===== config.mk =====
export PLATFORM = sky130hd
export DESIGN_NAME = add_sub_seq_ctrl_flat
export DESIGN_NICKNAME = d
export VERILOG_FILES = /design/src/rtl/add_sub_seq_ctrl_if.sv /design/src/rtl/add_sub_seq_ctrl.sv /design/src/flat_wrapper.sv
export SDC_FILE = /design/constraint.sdc
export NUM_CORES = 1
export LEC_CHECK = 0
export CAP_MARGIN = 20
export CORE_MARGIN = 1
export CORE_UTILIZATION = 45
export DETAILED_ROUTE_END_ITERATION = 16
export GPL_ROUTABILITY_DRIVEN = 0
export PLACE_DENSITY = 0.79
export SLEW_MARGIN = 20
export SYNTH_ARGS = -nofsm -noshare
export SYNTH_HDL_FRONTEND = slang
export SYNTH_SLANG_ARGS = --single-unit

===== constraint.sdc =====
create_clock -name clk -period 2 [get_ports clk]
set_input_delay 0.4 -clock clk [delete_from_list [all_inputs] [get_ports clk]]
set_output_delay 0.4 -clock clk [all_outputs]
set_load 0.005 [all_outputs]

===== src/rtl/add_sub_seq_ctrl_if.sv =====
// rtl/add_sub_seq_ctrl_if.sv - request/response and shared-adder signals of the wide add/sub sequencer
interface add_sub_seq_if #(
  parameter int WORDS = 2
);
  localparam int W = 32 * WORDS;

  logic         req_valid;
  logic         req_ready;
  logic         req_sub;
  logic [W-1:0] req_a;
  logic [W-1:0] req_b;
  logic         rsp_valid;
  logic         rsp_ready;
  logic [W-1:0] rsp_sum;
  logic         rsp_cout;
  logic         rsp_ovf;
  logic [31:0]  add_x;
  logic [31:0]  add_y;
  logic         add_cin;
  logic [31:0]  add_s;
  logic         add_cout;

  // slave: the sequencer; master: requester plus the shared full_adder_32
  modport slave (
    input  req_valid, req_sub, req_a, req_b, rsp_ready, add_s, add_cout,
    output req_ready, rsp_valid, rsp_sum, rsp_cout, rsp_ovf, add_x, add_y, add_cin
  );

  modport master (
    output req_valid, req_sub, req_a, req_b, rsp_ready, add_s, add_cout,
    input  req_ready, rsp_valid, rsp_sum, rsp_cout, rsp_ovf, add_x, add_y, add_cin
  );
endinterface


===== src/rtl/add_sub_seq_ctrl.sv =====
// rtl/add_sub_seq_ctrl.sv - wide add/sub sequencer driving one shared 32-bit adder, LSW first
// Define ADD_SEQ_OVF_EN to generate signed-overflow detection on rsp_ovf.
module add_sub_seq_ctrl #(
  parameter int WORDS = 2
) (
  input  logic           clk,
  input  logic           rst_n,
  add_sub_seq_if.slave   bus
);
  localparam int IDXW = (WORDS > 1) ? $clog2(WORDS) : 1;

  typedef enum logic [1:0] {IDLE, RUN, RESP} state_e;

  state_e                 state_q, state_d;
  logic [IDXW-1:0]        idx_q, idx_d;
  logic                   carry_q, carry_d;
  logic [WORDS-1:0][31:0] a_q, a_d;
  logic [WORDS-1:0][31:0] b_q, b_d;
  logic [WORDS-1:0][31:0] sum_q, sum_d;
  logic                   cout_q, cout_d;
  logic                   rsp_valid_q, rsp_valid_d;
  logic                   last_word;
`ifdef ADD_SEQ_OVF_EN
  logic                   ovf_q, ovf_d;
`endif

  assign last_word = (idx_q == IDXW'(WORDS - 1));

  always_comb begin
    state_d = state_q;
    idx_d   = idx_q;
    carry_d = carry_q;
    a_d     = a_q;
    b_d     = b_q;
    sum_d   = sum_q;
    cout_d  = cout_q;
`ifdef ADD_SEQ_OVF_EN
    ovf_d   = ovf_q;
`endif
    case (state_q)
      IDLE: begin
        if (bus.req_valid) begin
          // Subtraction is folded into an add: B inverted here, +1 via the initial carry.
          a_d     = bus.req_a;
          b_d     = bus.req_sub ? ~bus.req_b : bus.req_b;
          carry_d = bus.req_sub;
          idx_d   = '0;
          state_d = RUN;
        end
      end
      RUN: begin
        sum_d[idx_q] = bus.add_s;
        carry_d      = bus.add_cout;
        if (last_word) begin
          cout_d  = bus.add_cout;
`ifdef ADD_SEQ_OVF_EN
          ovf_d   = (a_q[WORDS-1][31] == b_q[WORDS-1][31]) &&
                    (bus.add_s[31] != a_q[WORDS-1][31]);
`endif
          idx_d   = '0;
          state_d = RESP;
        end else begin
          idx_d = idx_q + IDXW'(1);
        end
      end
      RESP: begin
        if (bus.rsp_ready) begin
          state_d = IDLE;
        end
      end
      default: state_d = IDLE;
    endcase
    rsp_valid_d = (state_d == RESP);
  end

  always_ff @(posedge clk or negedge rst_n) begin
    if (!rst_n) begin
      state_q     <= IDLE;
      idx_q       <= '0;
      carry_q     <= 1'b0;
      a_q         <= '0;
      b_q         <= '0;
      sum_q       <= '0;
      cout_q      <= 1'b0;
      rsp_valid_q <= 1'b0;
`ifdef ADD_SEQ_OVF_EN
      ovf_q       <= 1'b0;
`endif
    end else begin
      state_q     <= state_d;
      idx_q       <= idx_d;
      carry_q     <= carry_d;
      a_q         <= a_d;
      b_q         <= b_d;
      sum_q       <= sum_d;
      cout_q      <= cout_d;
      rsp_valid_q <= rsp_valid_d;
`ifdef ADD_SEQ_OVF_EN
      ovf_q       <= ovf_d;
`endif
    end
  end

  assign bus.req_ready = rst_n && (state_q == IDLE);
  assign bus.rsp_valid = rsp_valid_q;
  assign bus.rsp_sum   = sum_q;
  assign bus.rsp_cout  = cout_q;
`ifdef ADD_SEQ_OVF_EN
  assign bus.rsp_ovf   = ovf_q;
`else
  assign bus.rsp_ovf   = 1'b0;
`endif

  // Adder inputs are quiet outside RUN so the shared adder sees no spurious activity.
  assign bus.add_x   = (state_q == RUN) ? a_q[idx_q] : 32'h0;
  assign bus.add_y   = (state_q == RUN) ? b_q[idx_q] : 32'h0;
  assign bus.add_cin = (state_q == RUN) ? carry_q    : 1'b0;
endmodule

===== src/flat_wrapper.sv =====
// flat-port wrapper written by rule: the top's interface ports become plain ports
module add_sub_seq_ctrl_flat 
#(
  parameter int WORDS = 2
)
  (clk, rst_n, bus_req_valid, bus_req_sub, bus_req_a, bus_req_b, bus_rsp_ready, bus_add_s, bus_add_cout, bus_req_ready, bus_rsp_valid, bus_rsp_sum, bus_rsp_cout, bus_rsp_ovf, bus_add_x, bus_add_y, bus_add_cin);
  add_sub_seq_if #(.WORDS(WORDS)) bus_i ();
  input  logic clk;
  input  logic rst_n;
  input wire logic [$bits(bus_i.req_valid)-1:0] bus_req_valid;
  input wire logic [$bits(bus_i.req_sub)-1:0] bus_req_sub;
  input wire logic [$bits(bus_i.req_a)-1:0] bus_req_a;
  input wire logic [$bits(bus_i.req_b)-1:0] bus_req_b;
  input wire logic [$bits(bus_i.rsp_ready)-1:0] bus_rsp_ready;
  input wire logic [$bits(bus_i.add_s)-1:0] bus_add_s;
  input wire logic [$bits(bus_i.add_cout)-1:0] bus_add_cout;
  output wire logic [$bits(bus_i.req_ready)-1:0] bus_req_ready;
  output wire logic [$bits(bus_i.rsp_valid)-1:0] bus_rsp_valid;
  output wire logic [$bits(bus_i.rsp_sum)-1:0] bus_rsp_sum;
  output wire logic [$bits(bus_i.rsp_cout)-1:0] bus_rsp_cout;
  output wire logic [$bits(bus_i.rsp_ovf)-1:0] bus_rsp_ovf;
  output wire logic [$bits(bus_i.add_x)-1:0] bus_add_x;
  output wire logic [$bits(bus_i.add_y)-1:0] bus_add_y;
  output wire logic [$bits(bus_i.add_cin)-1:0] bus_add_cin;
  assign bus_i.req_valid = bus_req_valid;
  assign bus_i.req_sub = bus_req_sub;
  assign bus_i.req_a = bus_req_a;
  assign bus_i.req_b = bus_req_b;
  assign bus_i.rsp_ready = bus_rsp_ready;
  assign bus_i.add_s = bus_add_s;
  assign bus_i.add_cout = bus_add_cout;
  assign bus_req_ready = bus_i.req_ready;
  assign bus_rsp_valid = bus_i.rsp_valid;
  assign bus_rsp_sum = bus_i.rsp_sum;
  assign bus_rsp_cout = bus_i.rsp_cout;
  assign bus_rsp_ovf = bus_i.rsp_ovf;
  assign bus_add_x = bus_i.add_x;
  assign bus_add_y = bus_i.add_y;
  assign bus_add_cin = bus_i.add_cin;
  add_sub_seq_ctrl #(.WORDS(WORDS)) u_core (.clk(clk), .rst_n(rst_n), .bus(bus_i));
endmodule

==> results.md <==
- Overall routing resource usage: 21.9%
- Synthesized net count: 886
- R2R setup slack: 180 ps
- Failing checks: negative setup slack
- Combined area of the multi-input logic cells: 3630 sq um
- CTS Root Cell: clkbuf_16
- Relative slew slack: 57.9%
- Final Power: 19.5 mW
- WL/cell: 17.0 microns
- # fillers: 1515
- WL final: 22000 microns
- P_leak: 5.42 nW
- Core area: 19400 sq um
- Die width: 143 microns
- DR iter-0 viols: 226
- Max clock buf depth: 2
- Distinct cells, synth: 23
- # setup viols final: 51
- WS Path Type: reg2out
- Global-route wire length before repair: 34200 microns
- Post-synthesis sequential area ratio: 55.7%
- Largest net degree at the start of global routing: 199
- Post-Synth XOR/XNOR Area: 6.30%
- Crit-path cells: buf_6, mux2i_1, nor2_1, clkdlybuf4s50_1
- Hpwl dp: 15600 microns
- I/O Pins: 299
- Clk sink count: 198
- Max-slew violations: 0
- R2R depth: 4
- Compound-cell area share of the yosys netlist: 3.98%
- Initial antenna violation count: 0
- Final std cells w/o fill: 1295
- Via density per instance: 4.95
- Cell Area, Synth: 8890 sq um
- Pre-CTS WS: 6.43 ps
- R2R Path Start: u_core.idx_q
- # diodes: 0
- Simple-Gate Fraction of Synth Area: 6.44%
- Part of the cycle the worst path needs: 113%
- Die ar.: 20300 sq um
- CTS H-Tree Depth: 4
- Post-layout util: 65.7%
- PnR worst setup slack: -251 ps
- CP Max Fanout: 12
- Critical Path RT: 1600 ps
- Placed Instance Area: 12200 sq um
- Crit path DAT: 1850 ps
- Max Freq: 444 MHz
- Design Area, Final: 12700 sq um
- Crit path time final: 2250 ps
- Commonest cells after routing, fill and taps aside: clkdlybuf4s50_1 (243), dfrtp_1 (196), nor2_1 (131)
- CTS Buf Count: 17
- Share of layout cells above drive strength 1: 22.5%
- Yosys Warn Count: 0
- Reg-to-Reg End: u_core.bus.rsp_sum[63]
- DRT met1 WL: 9200 microns
- Commonest non-fill, non-tap cell in the layout: clkdlybuf4s50_1
- CP endpoint kind: primary output
- Skew final: 8.99 ps
- Syn_area_per_cell: 12.4 sq um
- Chip height: 143 microns
- Met3 wire len: 1540 microns
- Area Growth Syn to Fin: 43.3%
- Register area: 4960 sq um
- Via count: 6407
- Largest family of logic cells by synthesized area: multiplexers
- WL met2: 10800 microns
- Clk_lat worst skew: 420 ps
- # rows: 51
- Nets: 1183
- PortBufs: 297
- Post-Synth Adder-Cell Area: 0%
- Initial Util: 45.8%
- Inst Count DP: 1258
- Total gr overflow: 0
- Post-DRT Antenna Nets: 0
- Hold Crit Class: in2async
- Number of global-route vias before repair: 6525
- Post-synthesis mux area share: 23.6%
- Max cap viols: 0
- Pwr/cell area: 1530 nW/um^2
- Cell count after synthesis: 720
- CTS Hold Bufs: 0
- Seq cells post-synth: 198
- Crit start category: flip-flop
- Worst vdd ir: 744 uV
- DR pass1 iterations: 4
- Critical path's slowest cell: dfrtp_4
- Highest metal used: met4
- DR DRC count: 0
- Clock transition at path regs: 70 ps
- RSZ-0062 raised after global routing: yes
- CTS tree: done
- Hold Violations, Final: 0
- CP peak stage delay: 520 ps
- Slew @ Worst Pin: 631 ps
- Run status: complete, but fails checks
-- timing repair --
| item | CTS | global route |
|---|---|---|
| gates resized for setup | 133 | 41 |
| buffers inserted | 0 | 3 |
| pin swaps | 1 | 7 |
| cloned | 0 | 2 |
| setup endpoints to repair | 66 | 62 |
-- flip-flops by register name, summed over array words and instances (netlist names) --
name,flops
u_core.a_q,64
u_core.b_q,64
u_core.bus.rsp_cout,1
u_core.bus.rsp_sum,64
u_core.bus.rsp_valid,1
u_core.carry_q,1
u_core.idx_q,1
u_core.state_q,2
-- synth_stat cells, drive strengths merged --
| master | instances | area, sq um |
|---|---|---|
| mux2 | 129 | 1450 |
| nor4b | 1 | 8.76 |
| o21ai | 4 | 20.0 |
| dfrtp | 198 | 4950 |
| nor2 | 132 | 498 |
| nor2b | 1 | 6.26 |
| clkbuf | 2 | 7.51 |
| xnor2 | 64 | 561 |
| nor3b | 2 | 20.0 |
| nand3b | 1 | 20.0 |
| buf | 50 | 329 |
| conb | 1 | 3.75 |
| inv | 2 | 7.51 |
| mux2i | 65 | 651 |
| o2bb2ai | 1 | 8.76 |
| a21oi | 65 | 325 |
| nand2b | 2 | 20.0 |
-- per-layer routing --
metal	global-route usage, %	vias up
li1	-	3014
met1	27.3	3136
met2	37.2	223
met3	5.52	34
met4	7.30	0
met5	0	-
-- final cells by class --
class	count	share of cell area [%]
clock inverter	13	1.08
multi-input combinational	468	28.4
clock buffer	19	3.55
timing repair buffer	330	25.4
inverter	2	0.0589
sequential	198	38.9
tap	265	2.60
-- critical path: cells and delay by family, from the launching register on --
family | cells | cell delay [ps]
AND/OR/NAND/NOR | 1 | 90
multiplexers | 1 | 150
buffers and inverters | 2 | 680
flip-flops | 1 | 520
-- per-stage QoR --
step / hold WS [ps] / setup TNS [ps]
floorplan: 104 / 0
global placement: 469 / 0
detailed placement: 475 / 0
CTS: 294 / -7440
global route: 141 / -8280
finish: 97.5 / -4610
-- how the worst max path moves through the flow --
| stage | end | start | cells past startpoint |
|---|---|---|---|
| 2_1_floorplan | bus_add_x[24] | u_core.idx_q | 5 |
| 3_3_place_gp | u_core.a_q[1] | bus_req_valid | 4 |
| 3_5_place_dp | u_core.b_q[55] | bus_req_valid | 6 |
| 4_1_cts | bus_add_x[8] | u_core.idx_q | 4 |
| 5_1_grt | bus_add_x[28] | u_core.idx_q | 4 |
| 6_report | bus_add_x[7] | u_core.idx_q | 4 |
-- kinds of logic (layout without fill, tap and decap cells) --
| logic type | after synthesis | count (layout) |
|---|---|---|
| AO/OA/AOI/OAI | 70 | 70 |
| XOR/XNOR | 64 | 64 |
| buffers and inverters | 54 | 364 |
| flip-flops | 198 | 198 |
| multiplexers | 194 | 194 |
| other | 1 | 1 |
| AND/OR/NAND/NOR | 139 | 139 |
-- where the power goes --
| group | internal, mW | switching [mW] | total, mW |
|---|---|---|---|
| registers | 6.04 | 1.10 | 7.14 |
| clock network | 1.83 | 1.61 | 3.44 |
| logic | 5.25 | 3.63 | 8.88 |
Power figures use the tool's default switching activity.
